## config.mk

```make
export PLATFORM = sky130hd
export DESIGN_NAME = utemporal_border_ctrl
export DESIGN_NICKNAME = d
export VERILOG_FILES = /design/src/rtl/utemporal_pkg.sv /design/src/rtl/utemporal_win_cnt.sv /design/src/rtl/utemporal_border_ctrl.sv
export SDC_FILE = /design/constraint.sdc
export NUM_CORES = 1
export LEC_CHECK = 0
export ABC_AREA = 1
export CAP_MARGIN = 0
export CORE_MARGIN = 3
export CORE_UTILIZATION = 45
export CTS_CLUSTER_DIAMETER = 50
export DETAILED_ROUTE_END_ITERATION = 10
export DONT_BUFFER_PORTS = 1
export PLACE_DENSITY_LB_ADDON = 0.05
export SLEW_MARGIN = 20
export SYNTH_ARGS = -nofsm -noshare
export SYNTH_HDL_FRONTEND = slang
export SYNTH_SLANG_ARGS = --single-unit
```

## constraint.sdc

```tcl
create_clock -name clk -period 1.4 [get_ports clk]
set_input_delay 0.28 -clock clk [delete_from_list [all_inputs] [get_ports clk]]
set_output_delay 0.28 -clock clk [all_outputs]
set_load 0.05 [all_outputs]
```

## src/rtl/utemporal_pkg.sv

```systemverilog
// Shared types and helpers for the unary-temporal border register sequencer.
package utemporal_pkg;

  typedef enum logic [1:0] {
    ST_IDLE  = 2'd0,
    ST_RUN   = 2'd1,
    ST_CLEAR = 2'd2
  } state_t;

  // Temporal window length for a signed border register of the given width.
  function automatic int unsigned win_len(input int unsigned width);
    return 32'd1 << (width - 1);
  endfunction

  function automatic logic [31:0] sat_inc(input logic [31:0] v, input logic [31:0] maxv);
    return (v >= maxv) ? maxv : v + 32'd1;
  endfunction

endpackage

```

## src/rtl/utemporal_win_cnt.sv

```systemverilog
// Window counter: counts 0..WIN-1 while enabled, term flags the final count.
module utemporal_win_cnt
  import utemporal_pkg::*;
#(
  parameter int W = 7
) (
  input  logic         clk,
  input  logic         rst_n,
  input  logic         clr,
  input  logic         en,
  output logic [W-1:0] cnt,
  output logic         term
);

  localparam int unsigned LAST = win_len(W + 1) - 1;

  always_ff @(posedge clk or negedge rst_n) begin
    if (!rst_n)   cnt <= '0;
    else if (clr) cnt <= '0;
    else if (en)  cnt <= cnt + 1'b1;
  end

  assign term = (cnt == W'(LAST));

endmodule

```

## src/rtl/utemporal_border_ctrl.sv

```systemverilog
// Border register sequencer: vector handshake, temporal window broadcast, tile clear.
module utemporal_border_ctrl
  import utemporal_pkg::*;
#(
  parameter int WIDTH  = 8,
  parameter int VCNT_W = 16
) (
  input  logic              clk,
  input  logic              rst_n,
  input  logic              flush,
  input  logic              in_valid,
  input  logic              in_last,
  output logic              in_ready,
  output logic              load_en,
  output logic              reg_clr,
  output logic              run,
  output logic [WIDTH-2:0]  tcnt,
  output logic              win_last,
  output logic              done,
  output logic              busy,
  output logic [VCNT_W-1:0] vec_cnt
);

  localparam int TW = WIDTH - 1;
  localparam logic [31:0] VMAX = 32'((64'd1 << VCNT_W) - 64'd1);

  state_t            state;
  logic              last_q;
  logic [VCNT_W-1:0] vec_q;
  logic [TW-1:0]     tcnt_q;
  logic              term;
  logic              is_idle, is_run, is_clr;
  logic              accept;
  logic [VCNT_W-1:0] vec_inc;

  assign is_idle = (state == ST_IDLE);
  assign is_run  = (state == ST_RUN);
  assign is_clr  = (state == ST_CLEAR);

  assign win_last = is_run & term;
  // flush blocks the handshake so load_en never fires in an abort cycle
  assign in_ready = ~flush & (is_idle | win_last);
  assign accept   = in_valid & in_ready;
  assign load_en  = accept;
  assign reg_clr  = flush | is_clr;
  assign done     = ~flush & (is_clr | (win_last & accept & last_q));
  assign run      = is_run;
  assign busy     = ~is_idle;
  assign tcnt     = tcnt_q;
  assign vec_cnt  = vec_q;
  assign vec_inc  = VCNT_W'(sat_inc(32'(vec_q), VMAX));

  // Counter returns to 0 at every window decision so IDLE always shows tcnt=0.
  utemporal_win_cnt #(.W(TW)) u_win_cnt (
    .clk   (clk),
    .rst_n (rst_n),
    .clr   (flush | accept | win_last),
    .en    (is_run),
    .cnt   (tcnt_q),
    .term  (term)
  );

  always_ff @(posedge clk or negedge rst_n) begin
    if (!rst_n) begin
      state  <= ST_IDLE;
      last_q <= 1'b0;
      vec_q  <= '0;
    end else if (flush) begin
      state  <= ST_IDLE;
      last_q <= 1'b0;
      vec_q  <= '0;
    end else begin
      case (state)
        ST_IDLE: begin
          if (accept) begin
            last_q <= in_last;
            state  <= ST_RUN;
          end
        end
        ST_RUN: begin
          if (win_last) begin
            if (accept) begin
              // A last vector followed immediately by a new one starts a new tile.
              last_q <= in_last;
              vec_q  <= last_q ? '0 : vec_inc;
            end else begin
              vec_q <= vec_inc;
              state <= last_q ? ST_CLEAR : ST_IDLE;
            end
          end
        end
        ST_CLEAR: begin
          vec_q  <= '0;
          last_q <= 1'b0;
          state  <= ST_IDLE;
        end
        default: state <= ST_IDLE;
      endcase
    end
  end

endmodule

```

==> metrics.txt, run 1 <==
ys async rst share 100%; clk_lat worst skew 280 ps; DP Cell Count 350; Least-Margin Pin Slew ~350 ps; share of cells above drive strength 1 between 40% and 50%; DP HPWL between 3 and 4 mm; DRC 0; Layout Area Growth over Synthesis 55.7%; Lkg Pwr between 1 and 1.5 nW; final worst setup slack -452 ps; Hold Vio Cnt, Final 0; Die H 68.6 um; grt total ovfl 0; top cell type by total area after synthesis dfrtp_1; WHS 150 ps; CTS tree done; Rows 22; Root Driver clkbuf_8; core area around 3700 sq um; prevailing post-synth register cell dfrtp_1; number of global-route vias before repair roughly 1,900; CTS sink count 26; die area approximately 4700 sq um; Fmax approximately 0.54 GHz; Initial DRC Count between 150 and 200; Max Cap Viol 0; violated checks setup timing; io pins 35; Post-synth EDFFs 0; synthesized flop and latch total 26; Unique masters post-synth 25; min Tclk post-route 1850 ps; initial antenna violation count 0; Avg Inst Size Synth 7.19 sq um; Hold WC Path Type input pin to flip-flop; Area contributors post-synth dfrtp_1 (37%), nand2_1 (17%), nand3_1 (11%), nor2_1 (6.0%), inv_1 (5.1%); largest net degree at the start of global routing 27; Port Buffers 0; die width approximately 69 um; pwr/cell area 588 nW/um^2; total power around 1.6 mW; max-slew violations 0; first-pass GRT wire length 8.49 mm; worst path arrival time 1570 ps; Crit. End Element output pin; relative slew slack about three quarters; critical-path maximum fanout 3; Via density slightly above 5; crit path launch type flip-flop; most frequent cell after synthesis nand2_1; Initial Util between 40% and 50%; Num CTS Buffers 3; routed len/inst 13.1 um; Post-Syn Instances ~250; Antenna Nets Post-Route 0; FF+latch area 661 sq um; kind of critical path flip-flop to output pin; fillers between 200 and 300; final worst path period share 132%; RSZ-0062 raised after global routing yes; Max clock buf depth 2; H-tree level count 1; Final GP Congestion around 0.83; n_diodes 0; CTS clk-pin slew, worst paths approximately 90 ps; routed wire length a little under 5 mm; Peak VDD IR 0.499 mV; GRT Overall Usage a little under a quarter; register area share after synthesis a little under two fifths; DR vias 1,880; Critical Path RT between 1000 and 1500 ps; Multi-input gate area ~1200 sq um; final cell count without fillers about 370; synth cell count leaders nand2_1 (80), nand3_1 (38), nor2_1 (28); Final setup viols 33; Post-Synthesis Net Count about 250; status complete, but fails checks; Mapped Area around 1800 sq um; Synth warnings 0; Final Skew around 5.4 ps; nets@finish roughly 330; share of the synthesized area in the top cell type 36.9%; drt pass-1 iters 4
[where the power goes]
group | switching (mW) | leakage [nW] | internal (mW)
registers | 0.0136 | 0.348 | 0.761
logic | 0.197 | 0.984 | 0.137
clock network | 0.252 | 0.0288 | 0.252
[cell type report]
| class | instances | share of cell area (%) |
|---|---|---|
| Inverter | 27 | 4.43 |
| Multi-Input combinational cell | 188 | 42.2 |
| Clock buffer | 4 | 2.01 |
| Timing Repair Buffer | 75 | 25.0 |
| Tap cell | 48 | 2.19 |
| Sequential cell | 26 | 24.1 |
[per-layer routing]
metal	wire, um	track usage, %	vias to the layer above
met5	0	0	-
met4	44	7.94	0
met3	317	5.02	5
met2	2280	38.0	57
met1	2170	31.5	885
li1	-	-	933
[registers in the layout, indices dropped and copies added, names as in the netlist]
register,cells
last_q,1
u_win_cnt.cnt,7
vec_cnt,16
state,2
[kinds of logic after synthesis]
| family | count (synthesis) | share of synthesized area (%) |
|---|---|---|
| AO/OA/AOI/OAI | 6 | 1.70 |
| XOR/XNOR | 7 | 3.48 |
| adder cells (fa/ha/maj) | 2 | 1.42 |
| buffers and inverters | 31 | 8.10 |
| flip-flops | 26 | 36.9 |
| AND/OR/NAND/NOR | 173 | 48.4 |
[through the flow]
step | setup WS (ps) | util, % | cell area [sq um] | TNS, ps
3_5_place_dp | -238 | 64.5 | 2400 | -3190
4_1_cts | -459 | 72.0 | 2680 | -4740
3_3_place_gp | -210 | 64.5 | 2400 | -2460
2_1_floorplan | -681 | - | 1880 | -11100
5_1_grt | -541 | 73.8 | 2740 | -6900
6_report | -452 | 73.8 | 2740 | -4190
[placed cells by master, fill, tap and decap left out, drive strengths merged, types with 4 or more instances in the layout]
cell	count
o21ai	6
nand4	7
nand3	42
xor2	4
buf	73
clkbuf	5
inv	26
nand2	83
nor2	34
dfrtp	26
[final timing paths]
path	startpoint	endpoint	slack, ps	depth (start not counted)
worst max-delay path	u_win_cnt.cnt[0]	done	-450	8
worst min-delay path	in_last	last_q	150	2
worst max register to register	u_win_cnt.cnt[0]	state[1]	-200	11
worst min register to register	last_q	state[1]	590	2
max in group asynchronous	rst_n	u_win_cnt.cnt[5]	800	2
min in group asynchronous	rst_n	vec_cnt[15]	430	2
[critical path, stage by stage (launching register included)]
cell	delay, ps
dfrtp_2	390
ha_4	150
nand3_4	70
nor2_4	120
nand3_4	110
nand2_8	90
nand3_4	70
o21ai_4	150
buf_12	150
[what timing repair did]
item,in CTS,in global routing
resized for setup,26,19
gates cloned,1,0
endpoints found under the setup margin,33,33
hold endpoints to repair,26,0
buffers inserted,12,5
pin swaps,12,5
hold buffers,2,0
Power figures use the tool's default switching activity.
==> inputs of run 2 (changes only) <==
==> constraint.sdc (replaced) <==
create_clock -name clk -period 1.73 [get_ports clk]
set_input_delay 0.346 -clock clk [delete_from_list [all_inputs] [get_ports clk]]
set_output_delay 0.346 -clock clk [all_outputs]
set_load 0.05 [all_outputs]
==> run 2 against run 1 <==
  * The run still ends with setup timing left
  * Register-to-register slack improved by 210 ps
  * Global-route usage fell by 1.9 points
  * First-iteration DRC count fell by 60%
  * Clock skew is 0.84 ps lower
  * Cell area down 9.9%
  * Count of clock-buffer cells in the layout fell by 1
  * Die area is the same
  * Clock power increased by 3%
  * Routed wire length fell by 4.2%
  * Critical path type unchanged
  * Highest routed layer unchanged
==> metrics.txt, run 2 (synthesis gave the netlist of run 1 again) <==
Least-Margin Pin Slew roughly 420 ps; crit path launch type flip-flop; routed wire length ~4.6 mm; GRT Max-Usage Layer met2; CTS sink count 26; Antenna Nets Post-Route 0; fillers about 330; M3 GR Usage 4.54%; Multi-input gate area ~1100 sq um; status complete, but fails checks; Int Pwr ~1 mW; Critical Path RT 1380 ps; max FFs per register 16; switching share of power around 27%; worst path arrival time 1580 ps; share of power burned in registers 45.5%; DP Cell Count approximately 330; DR vias 1,740; Final setup viols 4; kind of critical path flip-flop to output pin; Final Skew 4.60 ps; CTS clk-pin slew, worst paths 100 ps; Clock Power Share a little under two fifths; first-pass GRT wire length between 7 and 8 mm; most frequent CP cell nand3_4; Layout Area Growth over Synthesis 40.3%; nets@finish ~300; GR Util met1 between 30% and 40%; combinational share of power between 10% and 20%; DRC 0; Peak VDD IR between 0.3 and 0.4 mV; met2 usage between 30 and 40%; RSZ-0062 raised after global routing yes; CP bufs+invs 1; violated checks setup timing; drt pass-1 iters 4; Final GP Congestion just under 0.9; largest net degree at the start of global routing 27; Num CTS Buffers 3; number of global-route vias before repair approximately 1,600; initial antenna violation count 0; reg2reg end u_win_cnt.cnt[3]; RR Startpoint state[0]; die area between 4000 and 5000 sq um; most common cell after layout, fill and taps aside nand2_1; Max clock buf depth 2; routed len/inst between 10 and 15 um; min Tclk post-route around 1900 ps; Root Driver clkbuf_8; pwr/cell area around 560 nW/um^2; R2R depth 11; CP top delay family simple AND/OR/NAND/NOR gates; Port Buffers 0; Hold WC Path Type input pin to flip-flop; critical-path maximum fanout 4; GRT Overall Usage 21.8%; Initial DRC Count 76; Die H slightly below 70 um; worst-path cell chain nand2_4, nor2_4, nand3_4, nand2_8, nand3_4, o21ai_4, buf_12; grt total ovfl 0; crit-path max cell delay roughly 470 ps; Lkg Pwr 1.21 nW; die width ~70 um; core area approximately 3700 sq um; most frequent cells in the layout nand2_1 (79), buf_4 (38), nand3_1 (28); CP startpoint state[0]; max-slew violations 0; Critical-path top delay cell dfrtp_1; total power 1.38 mW; io pins 35; Max Cap Viol 0; final cell count without fillers roughly 340; n_diodes 0; Initial Util roughly 47%; clk_lat worst skew ~280 ps; Net Sw Power roughly 0.37 mW; share of cells above drive strength 1 about a third; Hold Vio Cnt, Final 0; Fmax a little over 0.5 GHz; Via density 5.09; CTS tree done; WP depth 7; final worst path period share 112%; Setup crit end done; final worst setup slack -201 ps; relative slew slack roughly 72%; Crit. End Element output pin; Reg2Reg Setup Slack 10 ps; Rows 22; DP HPWL roughly 3.3 mm; FF+latch area approximately 660 sq um; H-tree level count 1
==> run 2: changes by cell type in the layout (fill, tap and decap cells not counted), sizes merged <==
cell	delta
bufinv	+1
buf	-25
clkbuf	-2
clkinv	+1
inv	-1
==> run 2: power groups by stage <==
stage	clock network [mW]	registers, mW	logic [mW]
after floorplan	0	0.655	0.109
after global placement	0	0.639	0.169
after detailed placement	0	0.639	0.169
after CTS	0.533	0.627	0.206
after global routing	0.558	0.630	0.247
final	0.518	0.628	0.233
==> run 2: area by class of cell <==
cell class	instances	area share, %
clock buffer	3	1.67
clock inverter	1	1.21
inverter	27	5.11
multi-input combinational	188	44.8
sequential	26	26.7
tap	48	2.43
timing repair buffer	49	18.1
==> run 2: repair_timing <==
action,in CTS,in global routing
buffers inserted,4,7
gates resized for setup,8,15
hold buffers,2,0
hold endpoints to repair,26,0
pin swaps,7,3
setup endpoints to repair,4,20
==> run 2: worst reg2reg max path: stages, from the launching register on <==
cell and delay [ps]:
dfrtp_1 470, nand2_4 110, nor2_4 150, nand3_4 110, nand2_8 90, buf_4 110, buf_6 100, nand2_8 60
buf_4 140, buf_6 120, nand3_4 100, nor2_1 60
==> run 2: stage by stage <==
step	TNS [ps]	util (%)	area [sq um]	hold WS, ps	setup slack (ps)
floorplan	-1880	-	1870	50.4	-417
global placement	0	59.1	2200	51.0	59.8
detailed placement	0	59.1	2200	51.1	29.8
CTS	-402	63.3	2350	201	-206
global route	-1630	66.5	2470	216	-299
finish	-625	66.5	2470	218	-201
==> run 2: routing by layer <==
layer / routed length, um / up-vias
met5: 0 / -
met4: 43 / 0
met3: 272 / 5
met2: 2080 / 46
met1: 2220 / 808
li1: - / 881
==> run 2: worst min path at each step <==
stage,start,to,slack [ps],depth (start not counted)
6_report,in_last,last_q,220,2
5_1_grt,in_last,last_q,220,2
4_1_cts,in_last,last_q,200,2
3_5_place_dp,rst_n,last_q,50,0
3_3_place_gp,rst_n,last_q,50,0
2_1_floorplan,rst_n,last_q,50,0
